**config.mk**
```make
export PLATFORM = sky130hd
export DESIGN_NAME = frame_strobe_sequencer
export DESIGN_NICKNAME = d
export VERILOG_FILES = /design/src/rtl/frame_cfg_pkg.sv /design/src/rtl/frame_strobe_decoder.sv /design/src/rtl/frame_strobe_sequencer.sv
export SDC_FILE = /design/constraint.sdc
export NUM_CORES = 1
export LEC_CHECK = 0
export CAP_MARGIN = 20
export CORE_MARGIN = 2
export CORE_UTILIZATION = 38
export DETAILED_ROUTE_END_ITERATION = 12
export GPL_TIMING_DRIVEN = 1
export PLACE_DENSITY = 0.61
export SLEW_MARGIN = 20
export SYNTH_ARGS = -nofsm -noshare
export SYNTH_HDL_FRONTEND = slang
export SYNTH_HIERARCHICAL = 1
export SYNTH_SLANG_ARGS = --single-unit
```
**constraint.sdc**
```tcl
create_clock -name UserCLK -period 7.8 [get_ports UserCLK]
set_clock_uncertainty 0.15 [all_clocks]
set_input_delay 0.78 -clock UserCLK [delete_from_list [all_inputs] [get_ports UserCLK]]
set_output_delay 0.78 -clock UserCLK [all_outputs]
set_load 0.01 [all_outputs]
```
**src/rtl/frame_cfg_pkg.sv**
```systemverilog
// Shared state encoding and header field positions for the frame strobe sequencer.
package frame_cfg_pkg;

   typedef enum logic [2:0] {
      IDLE,
      LOAD,
      SETUP,
      STROBE,
      HOLD
   } state_t;

   localparam int unsigned HDR_COL_MSB = 15;
   localparam int unsigned HDR_COL_LSB = 8;
   localparam int unsigned HDR_FRM_MSB = 7;
   localparam int unsigned HDR_FRM_LSB = 0;

endpackage

```
**src/rtl/frame_strobe_decoder.sv**
```systemverilog
// Registered one-hot decode of (column, frame) onto the flat FrameStrobe vector.
module frame_strobe_decoder #(
   parameter int unsigned MaxFramesPerCol = 20,
   parameter int unsigned NumColumns      = 8
) (
   input  logic                                  clk,
   input  logic                                  rst,
   input  logic [7:0]                            col,
   input  logic [7:0]                            frame,
   input  logic                                  en,
   output logic [NumColumns*MaxFramesPerCol-1:0] strobe
);

   localparam int unsigned STROBE_W = NumColumns * MaxFramesPerCol;

   int unsigned         idx;
   logic [STROBE_W-1:0] strobe_n;

   always_comb begin
      idx      = 32'(col) * MaxFramesPerCol + 32'(frame);
      strobe_n = '0;
      if (en) begin
         strobe_n = STROBE_W'(1) << idx;
      end
   end

   always_ff @(posedge clk or posedge rst) begin
      if (rst) begin
         strobe <= '0;
      end else begin
         strobe <= strobe_n;
      end
   end

endmodule

```
**src/rtl/frame_strobe_sequencer.sv**
```systemverilog
// Assembles {header, NumRows words} into FrameData and pulses one FrameStrobe bit.
// Optional 16-bit frame_count output enabled by CONFIG_FRAME_COUNT_EN.
module frame_strobe_sequencer
   import frame_cfg_pkg::*;
#(
   parameter int unsigned MaxFramesPerCol = 20,
   parameter int unsigned FrameBitsPerRow = 32,
   parameter int unsigned NumRows         = 4,
   parameter int unsigned NumColumns      = 8,
   parameter int unsigned StrobeCycles    = 2
) (
   input  logic                                  UserCLK,
   input  logic                                  Reset,
   input  logic [FrameBitsPerRow-1:0]            s_data,
   input  logic                                  s_valid,
   output logic                                  s_ready,
   output logic [FrameBitsPerRow*NumRows-1:0]    FrameData,
   output logic [NumColumns*MaxFramesPerCol-1:0] FrameStrobe,
   output logic                                  busy,
   output logic                                  err,
   input  logic                                  err_clr
`ifdef CONFIG_FRAME_COUNT_EN
   ,
   output logic [15:0]                           frame_count
`endif
);

   localparam int unsigned DATA_W = FrameBitsPerRow * NumRows;
   localparam int unsigned PTR_W  = (NumRows > 1) ? $clog2(NumRows) : 1;
   localparam int unsigned CNT_W  = (StrobeCycles > 1) ? $clog2(StrobeCycles) : 1;

   state_t              state, state_n;
   logic [PTR_W-1:0]    ptr, ptr_n;
   logic [CNT_W-1:0]    cnt, cnt_n;
   logic [7:0]          col, col_n;
   logic [7:0]          frm, frm_n;
   logic                discard, discard_n;
   logic                err_n;
   logic [DATA_W-1:0]   data_n;
   logic [7:0]          hdr_col, hdr_frm;
   logic                hdr_bad;
   logic                strobe_en;

   assign hdr_col   = s_data[HDR_COL_MSB:HDR_COL_LSB];
   assign hdr_frm   = s_data[HDR_FRM_MSB:HDR_FRM_LSB];
   assign hdr_bad   = (32'(hdr_col) >= NumColumns) || (32'(hdr_frm) >= MaxFramesPerCol);
   assign strobe_en = (state_n == STROBE);

   // Next-state and datapath update; a set of err on a bad header wins over err_clr.
   always_comb begin
      state_n   = state;
      ptr_n     = ptr;
      cnt_n     = cnt;
      col_n     = col;
      frm_n     = frm;
      discard_n = discard;
      data_n    = FrameData;
      err_n     = err & ~err_clr;
      case (state)
         IDLE: begin
            if (s_valid) begin
               state_n   = LOAD;
               ptr_n     = '0;
               col_n     = hdr_col;
               frm_n     = hdr_frm;
               discard_n = hdr_bad;
               if (hdr_bad) begin
                  err_n = 1'b1;
               end
            end
         end
         LOAD: begin
            if (s_valid) begin
               for (int unsigned r = 0; r < NumRows; r++) begin
                  if (!discard && ptr == PTR_W'(r)) begin
                     data_n[r*FrameBitsPerRow +: FrameBitsPerRow] = s_data;
                  end
               end
               ptr_n = ptr + PTR_W'(1);
               if (ptr == PTR_W'(NumRows - 1)) begin
                  state_n = discard ? IDLE : SETUP;
               end
            end
         end
         SETUP: begin
            state_n = STROBE;
            cnt_n   = '0;
         end
         STROBE: begin
            if (cnt == CNT_W'(StrobeCycles - 1)) begin
               state_n = HOLD;
            end else begin
               cnt_n = cnt + CNT_W'(1);
            end
         end
         HOLD: begin
            state_n = IDLE;
         end
         default: begin
            state_n = IDLE;
         end
      endcase
   end

   always_ff @(posedge UserCLK or posedge Reset) begin
      if (Reset) begin
         state     <= IDLE;
         ptr       <= '0;
         cnt       <= '0;
         col       <= '0;
         frm       <= '0;
         discard   <= 1'b0;
         FrameData <= '0;
         err       <= 1'b0;
         s_ready   <= 1'b1;
         busy      <= 1'b0;
      end else begin
         state     <= state_n;
         ptr       <= ptr_n;
         cnt       <= cnt_n;
         col       <= col_n;
         frm       <= frm_n;
         discard   <= discard_n;
         FrameData <= data_n;
         err       <= err_n;
         s_ready   <= (state_n == IDLE) || (state_n == LOAD);
         busy      <= (state_n != IDLE);
      end
   end

`ifdef CONFIG_FRAME_COUNT_EN
   // Counts frames that reach HOLD; wraps naturally at 16 bits.
   always_ff @(posedge UserCLK or posedge Reset) begin
      if (Reset) begin
         frame_count <= '0;
      end else if (state == STROBE && state_n == HOLD) begin
         frame_count <= frame_count + 16'd1;
      end
   end
`endif

   frame_strobe_decoder #(
      .MaxFramesPerCol (MaxFramesPerCol),
      .NumColumns      (NumColumns)
   ) u_decoder (
      .clk    (UserCLK),
      .rst    (Reset),
      .col    (col),
      .frame  (frm),
      .en     (strobe_en),
      .strobe (FrameStrobe)
   );

endmodule

```
== After elaboration in Yosys (flattened, before gate mapping) ==
Index checks and enable logic that the tools add are counted.

* Shift-type cells: 1
* Eq/ne operators: 10
* Multiplexer cells: 15
* Reduce and logical (&&, ||, !) cells: 19
* Multiply operators: 1
* Div/mod/pow operators: 0
* $add $sub $neg: 3
* Bitwise logic cells: 2
* Magnitude comparators: 2

{| class="wikitable"
|+ Operators by type and width
! kind !! count
|-
| two-way mux 160 bit || 1
|-
| << shifter 1 x 32 -> 160 bit (first input constant) || 1
|-
| AND reduction 3 bit || 5
|-
| adder 13 x 8 -> 14 bit || 1
|-
| two-way mux 3 bit || 4
|-
| one-hot mux 3 bit (4 select lines) || 1
|-
| multiplier 8 x 3 -> 11 bit (second input constant) || 1
|-
| == test 3 x 2 -> 1 bit (second input constant) || 3
|-
| greater-or-equal comparator 8 x 4 -> 1 bit (second input constant) || 1
|-
| greater-or-equal comparator 8 x 5 -> 1 bit (second input constant) || 1
|-
| == test 3 x 1 -> 1 bit (second input constant) || 2
|-
| zero test 3 bit || 2
|-
| two-way mux 2 bit || 3
|-
| == test 2 bit (second input constant) || 2
|-
| logical AND 1 bit || 4
|-
| two-way mux 1 bit || 4
|-
| != test 2 bit (second input constant) || 2
|-
| one-hot mux 2 bit (2 select lines) || 1
|-
| nonzero test 2 bit || 2
|-
| nonzero test 3 bit || 1
|-
| adder 2 x 1 -> 2 bit (second input constant) || 1
|-
| == test 2 x 1 -> 1 bit (second input constant) || 1
|-
| zero test 2 bit || 1
|-
| logical OR 1 bit || 2
|-
| 6 further kinds || 6
|}

* Bits in read-only memories: 0
* Memory bits (writable): 0
* Output and inout bits: 291
* Memories: 0
* Flip-flop bits (word level): 314
* Bits in latches: 0
* Input port bits: 36

== Longest topological paths before layout ==
* Word-level depth: 6
* Gate-level depth with buffers: 12
* Gate-level depth less buffers: 11

== Modules after synthesis ==
The synthesis kept the hierarchy.

{| class="wikitable"
|+ Modules (own cells, without submodules)
! module !! instances !! sequential area each (µm²) !! cells each !! area an instance (µm²)
|-
| frame_strobe_decoder || 1 || 4003.8 || 484 || 6294.8
|-
| frame_strobe_sequencer || 1 || 3854.9 || 358 || 6017.0
|}

== Least setup slack after synthesis ==
No wires, ideal clock.

* Path type: flip-flop to flip-flop
* From: register col[1]
* To: register u_decoder.strobe[144]
* Stages on the path, launching flop included: 12
* Slack: 4.100 ns
* Path buffers: 2
* Arrival: 3.448 ns
* Cell sequence: dfrtp_1 -> ha_1 -> ha_1 -> fa_1 -> ha_1 -> nand4_1 -> a2111oi_1 -> mux2i_1 -> buf_4 -> nand2_4 -> buf_6 -> nor4_1

* Cells in the longest elaborated chain, start to end: 4

{| class="wikitable"
|+ RTL lines
! item !! line !! source
|-
| start: declaration || frame_strobe_sequencer.sv:35 || <nowiki>logic [7:0] col, col_n;</nowiki>
|-
| start signal: assignment || frame_strobe_sequencer.sv:121 || <nowiki>col <= col_n;</nowiki>
|-
| multiplier 8 x 3 -> 11 bit || frame_strobe_decoder.sv:20 || <nowiki>idx = 32'(col) * MaxFramesPerCol + 32'(frame);</nowiki>
|-
| adder 13 x 8 -> 14 bit || frame_strobe_decoder.sv:20 ||
|-
| << shifter 1 x 32 -> 160 bit || frame_strobe_decoder.sv:23 || <nowiki>strobe_n = STROBE_W'(1) << idx;</nowiki>
|-
| two-way mux 160 bit || frame_strobe_decoder.sv:22 || <nowiki>if (en) begin</nowiki>
|-
| net u_decoder.strobe_n[144] || frame_strobe_decoder.sv:17 || <nowiki>logic [STROBE_W-1:0] strobe_n;</nowiki>
|-
| end signal: assignment || frame_strobe_decoder.sv:31 || <nowiki>strobe <= strobe_n;</nowiki>
|-
| end: declaration || frame_strobe_decoder.sv:11 || <nowiki>output logic [NumColumns*MaxFramesPerCol-1:0] strobe</nowiki>
|}

The timed path passes the listed nets, and every way through them passes these cells.
A chain may end at the register's enable or synchronous reset.

== Worst setup path in the final report ==
* From: register col[1]
* To: register u_decoder.strobe[22]

The elaborated chain is that of the path after synthesis.

==> impl_metrics.py <==
metrics = {
    "final_layout": {
        "final_layout_size_suffix_gt1_frac": 0.1840,
        "final-seq-area_um2": 7859,
        "area_growth_pct": 38.37,
        "final_nets": 1226,
        "diodes": 0,
        "fillers": 2691,
        "fin_area_um2": 17040,
        "multiInputGateArea_um2": 4093,
        "postLayoutCoreUtil": 0.5371,
    },
    "grt": {
        "track_usage": 0.1931,
        "grt_pass1_vias": 8314,
        "grt.overflow.total": 0,
        "grt_max_degree": 84,
        "grt_pass1_wl_um": 50240,
        "antenna_found_initial": 0,
    },
    "sta": {
        "slew_headroom": 0.3111,
        "maxSlewViolCount": 0,
        "tns_ps": 0,
        "rsz0062_at_grt": "false",
        "finalCritPeriodShare": 0.5542,
        "worst_slew_pin_slew_ps": 1033,
        "finalSetupViolCount": 0,
        "period_needed_ps": 4323,
        "final_hold_viol_count": 0,
        "fmax_mhz": 231.3,
        "setup_slack_ps": 3478,
    },
    "clocking": {
        "cts.path.max_buffers": 3,
        "holdBufCountCts": 0,
        "clk_latency_ps": 510,
        "postCtsSetupRepairBufs": 0,
        "postCtsResizedCells": 0,
        "cts_tree": "yes",
        "clkTransAtPathRegs_ps": 60,
        "cts_sinks": 314,
        "root_buffer": "clkbuf_16",
        "cts-buffers-inserted": 35,
        "htreeDepth": 2,
    },
    "floorplanning": {
        "fp.dieH_um": 184,
        "ios": 327,
        "dieArea_um2": 33860,
        "start_util": 0.3882,
        "fp.dieW_um": 184,
        "core_area_um2": 31720,
        "row_count": 65,
    },
    "setup_path": {
        "end_kind": "register",
        "slowest_stage": "nand2_2",
        "crit_start": "col[1]",
        "r2r_setup_slack_ps": 3480,
        "cp_common_cell": "ha_1",
        "critical_path.max_fanout": 40,
        "critical_path_class": "register to register",
        "critical_path_required_ps": 8040,
        "worstSetupStartpointType": "register",
        "reg2reg_to": "u_decoder/strobe[22]",
        "crit_family": "adder cells",
        "crit_path_end": "u_decoder/strobe[22]",
        "path_buf_inv": 0,
        "cp_cell_sequence": "ha_1, ha_1, fa_1, xor2_1, ha_1, and3_1, a221oi_2, xnor3_1, a21oi_1, nand2_2, nor3_1",
        "critPathArrivalTime_ps": 4560,
        "r2r_cells": 11,
        "timing.rr.start": "col[1]",
        "critPathMaxStageDelay_ps": 600,
        "path_depth": 11,
    },
    "logic_synthesis": {
        "syn_nets": 903,
        "synth_warnings": 6,
        "synth_area_per_cell_um2": 14.62,
        "yosysSeqAreaShare": 0.6383,
        "yosysTopAreaCell": "dfrtp_1",
        "synth_cell_type_count": 61,
        "synth_edf_count": 0,
        "synthFlopType": "dfrtp_1",
        "netlist_instances": 842,
        "yosysMostFrequentCell": "dfrtp_1",
        "synthArstFlopShare": 1.000,
        "post-synth-top-area-fraction": 0.6362,
        "synthesis.area_um2": 12310,
        "synth_commonest_cells": "dfrtp_1, mux2_1, nor3_1, mux2_2, nor2_1",
        "ys_ff_latch": 314,
        "synthTopCellsByArea": "dfrtp_1, mux2_1, mux2_2",
    },
    "placement": {
        "hpwl_um": 21610,
        "place_ws_ps": 3137,
        "placed_cell_area_um2": 15810,
        "gp_congestion": 0.7426,
        "io_buffers": 326,
    },
    "detailed_routing": {
        "first_iter_violations": 482,
        "viasPerCell": 4.997,
        "wl_per_cell_um": 20.35,
        "drc_errors": 0,
        "drt_wl_total_um": 32400,
        "vias": 7955,
        "dr.pass1.iters": 4,
        "postRouteAntennaNets": 0,
    },
    "run": {
        "cap_violations": 0,
    },
    "power": {
        "power.static_leakage_nw": 7.261,
        "irDropWorstVdd_mv": 0.3252,
        "powerDensity_nw_per_um2": 422.7,
    },
    "hold_path": {
        "hold_class": "register to register",
    },
    "outcome": {
        "status": "finished, final reports clean",
    },
}
[kinds of logic after synthesis]
group | after synthesis | share of synthesized area
AO/OA/AOI/OAI | 36 | 0.02429
XOR/XNOR | 8 | 0.006809
adder cells (fa/ha/maj) | 25 | 0.02663
buffers and inverters | 57 | 0.02968
flip-flops | 314 | 0.6383
multiplexers | 146 | 0.1395
AND/OR/NAND/NOR | 256 | 0.1348
[worst min path at each step]
| stage | slack (ps) | startpoint | cells past startpoint | endpoint |
|---|---|---|---|---|
| global placement | 320 | FrameData[59] | 1 | FrameData[59] |
| CTS | 340 | FrameData[87] | 1 | FrameData[87] |
| detailed placement | 320 | FrameData[49] | 1 | FrameData[49] |
| floorplan | 320 | cnt | 2 | cnt |
| global route | 360 | FrameData[110] | 1 | FrameData[110] |
| finish | 330 | FrameData[87] | 1 | FrameData[87] |
[worst reg2reg max path: cells and delay by family (launching register included)]
family / cells / cell delay (ps)
AOI/OAI and AO/OA: 2 / 540
xor gates and xnor gates: 2 / 550
adders and majority gates: 4 / 1320
DFF: 1 / 440
and+or+nand+nor: 3 / 1200
[report_power, final]
group	total (W)	switching, W	leakage (nW)	internal, W
Combinational	0.00326	0.00185	2.56	0.00141
Sequential	0.00227	0.000243	4.11	0.00202
Clock	0.00168	0.000656	0.592	0.00102
[layout make-up]
type,instances,area share
timing repair buffer,334,0.1965
sequential,314,0.4613
clock inverter,12,0.007418
multi-input combinational,471,0.2402
clock buffer,50,0.06250
inverter,9,0.002571
tap,402,0.02952
[cell usage in the layout (no fill, tap or decap), types with 4 or more instances in the layout]
cell type and instances:
nor4_1 10, a21o_1 8, o21ai_0 6, buf_4 4, mux2_1 70, nand4_1 8
clkbuf_1 4, mux2_2 55, or4_1 5, and3_1 4, nor3_1 60, xor2_1 4
nor2_1 48, nand3_4 5, clkdlybuf4s50_1 326, nor3_2 47, inv_1 7, clkbuf_16 37
clkinv_2 6, ha_1 23, clkbuf_8 9, nand2_1 27, a21oi_1 8, nand3_1 8
mux2_4 20, dfrtp_1 313
[stage by stage]
| step | hold slack (ps) | cells | total power, W |
|---|---|---|---|
| global route | 357.0 | 1592 | 0.007672 |
| detailed placement | 323.7 | 1528 | 0.005549 |
| finish | 333.2 | 1592 | 0.007201 |
| CTS | 336.6 | 1590 | 0.007284 |
| global placement | 317.8 | 1528 | 0.005514 |
| floorplan | 317.0 | 842 | 0.004364 |
[per-layer routing]
layer	GRT usage	wire length (µm)	up-vias
li1	-	-	3592
met3	0.08538	3710	44
met4	0.04224	538	0
met2	0.2928	14410	312
met1	0.2564	13740	4007
met5	0	0	-
[sequential cells by signal (all words and copies together) (netlist names)]
| name | cells |
|---|---|
| FrameData | 128 |
| busy | 1 |
| cnt | 1 |
| col | 8 |
| discard | 1 |
| err | 1 |
| frm | 8 |
| ptr | 2 |
| s_ready | 1 |
| state | 3 |
| u_decoder/strobe | 160 |
Note: power is estimated with default switching activity, not from simulation.
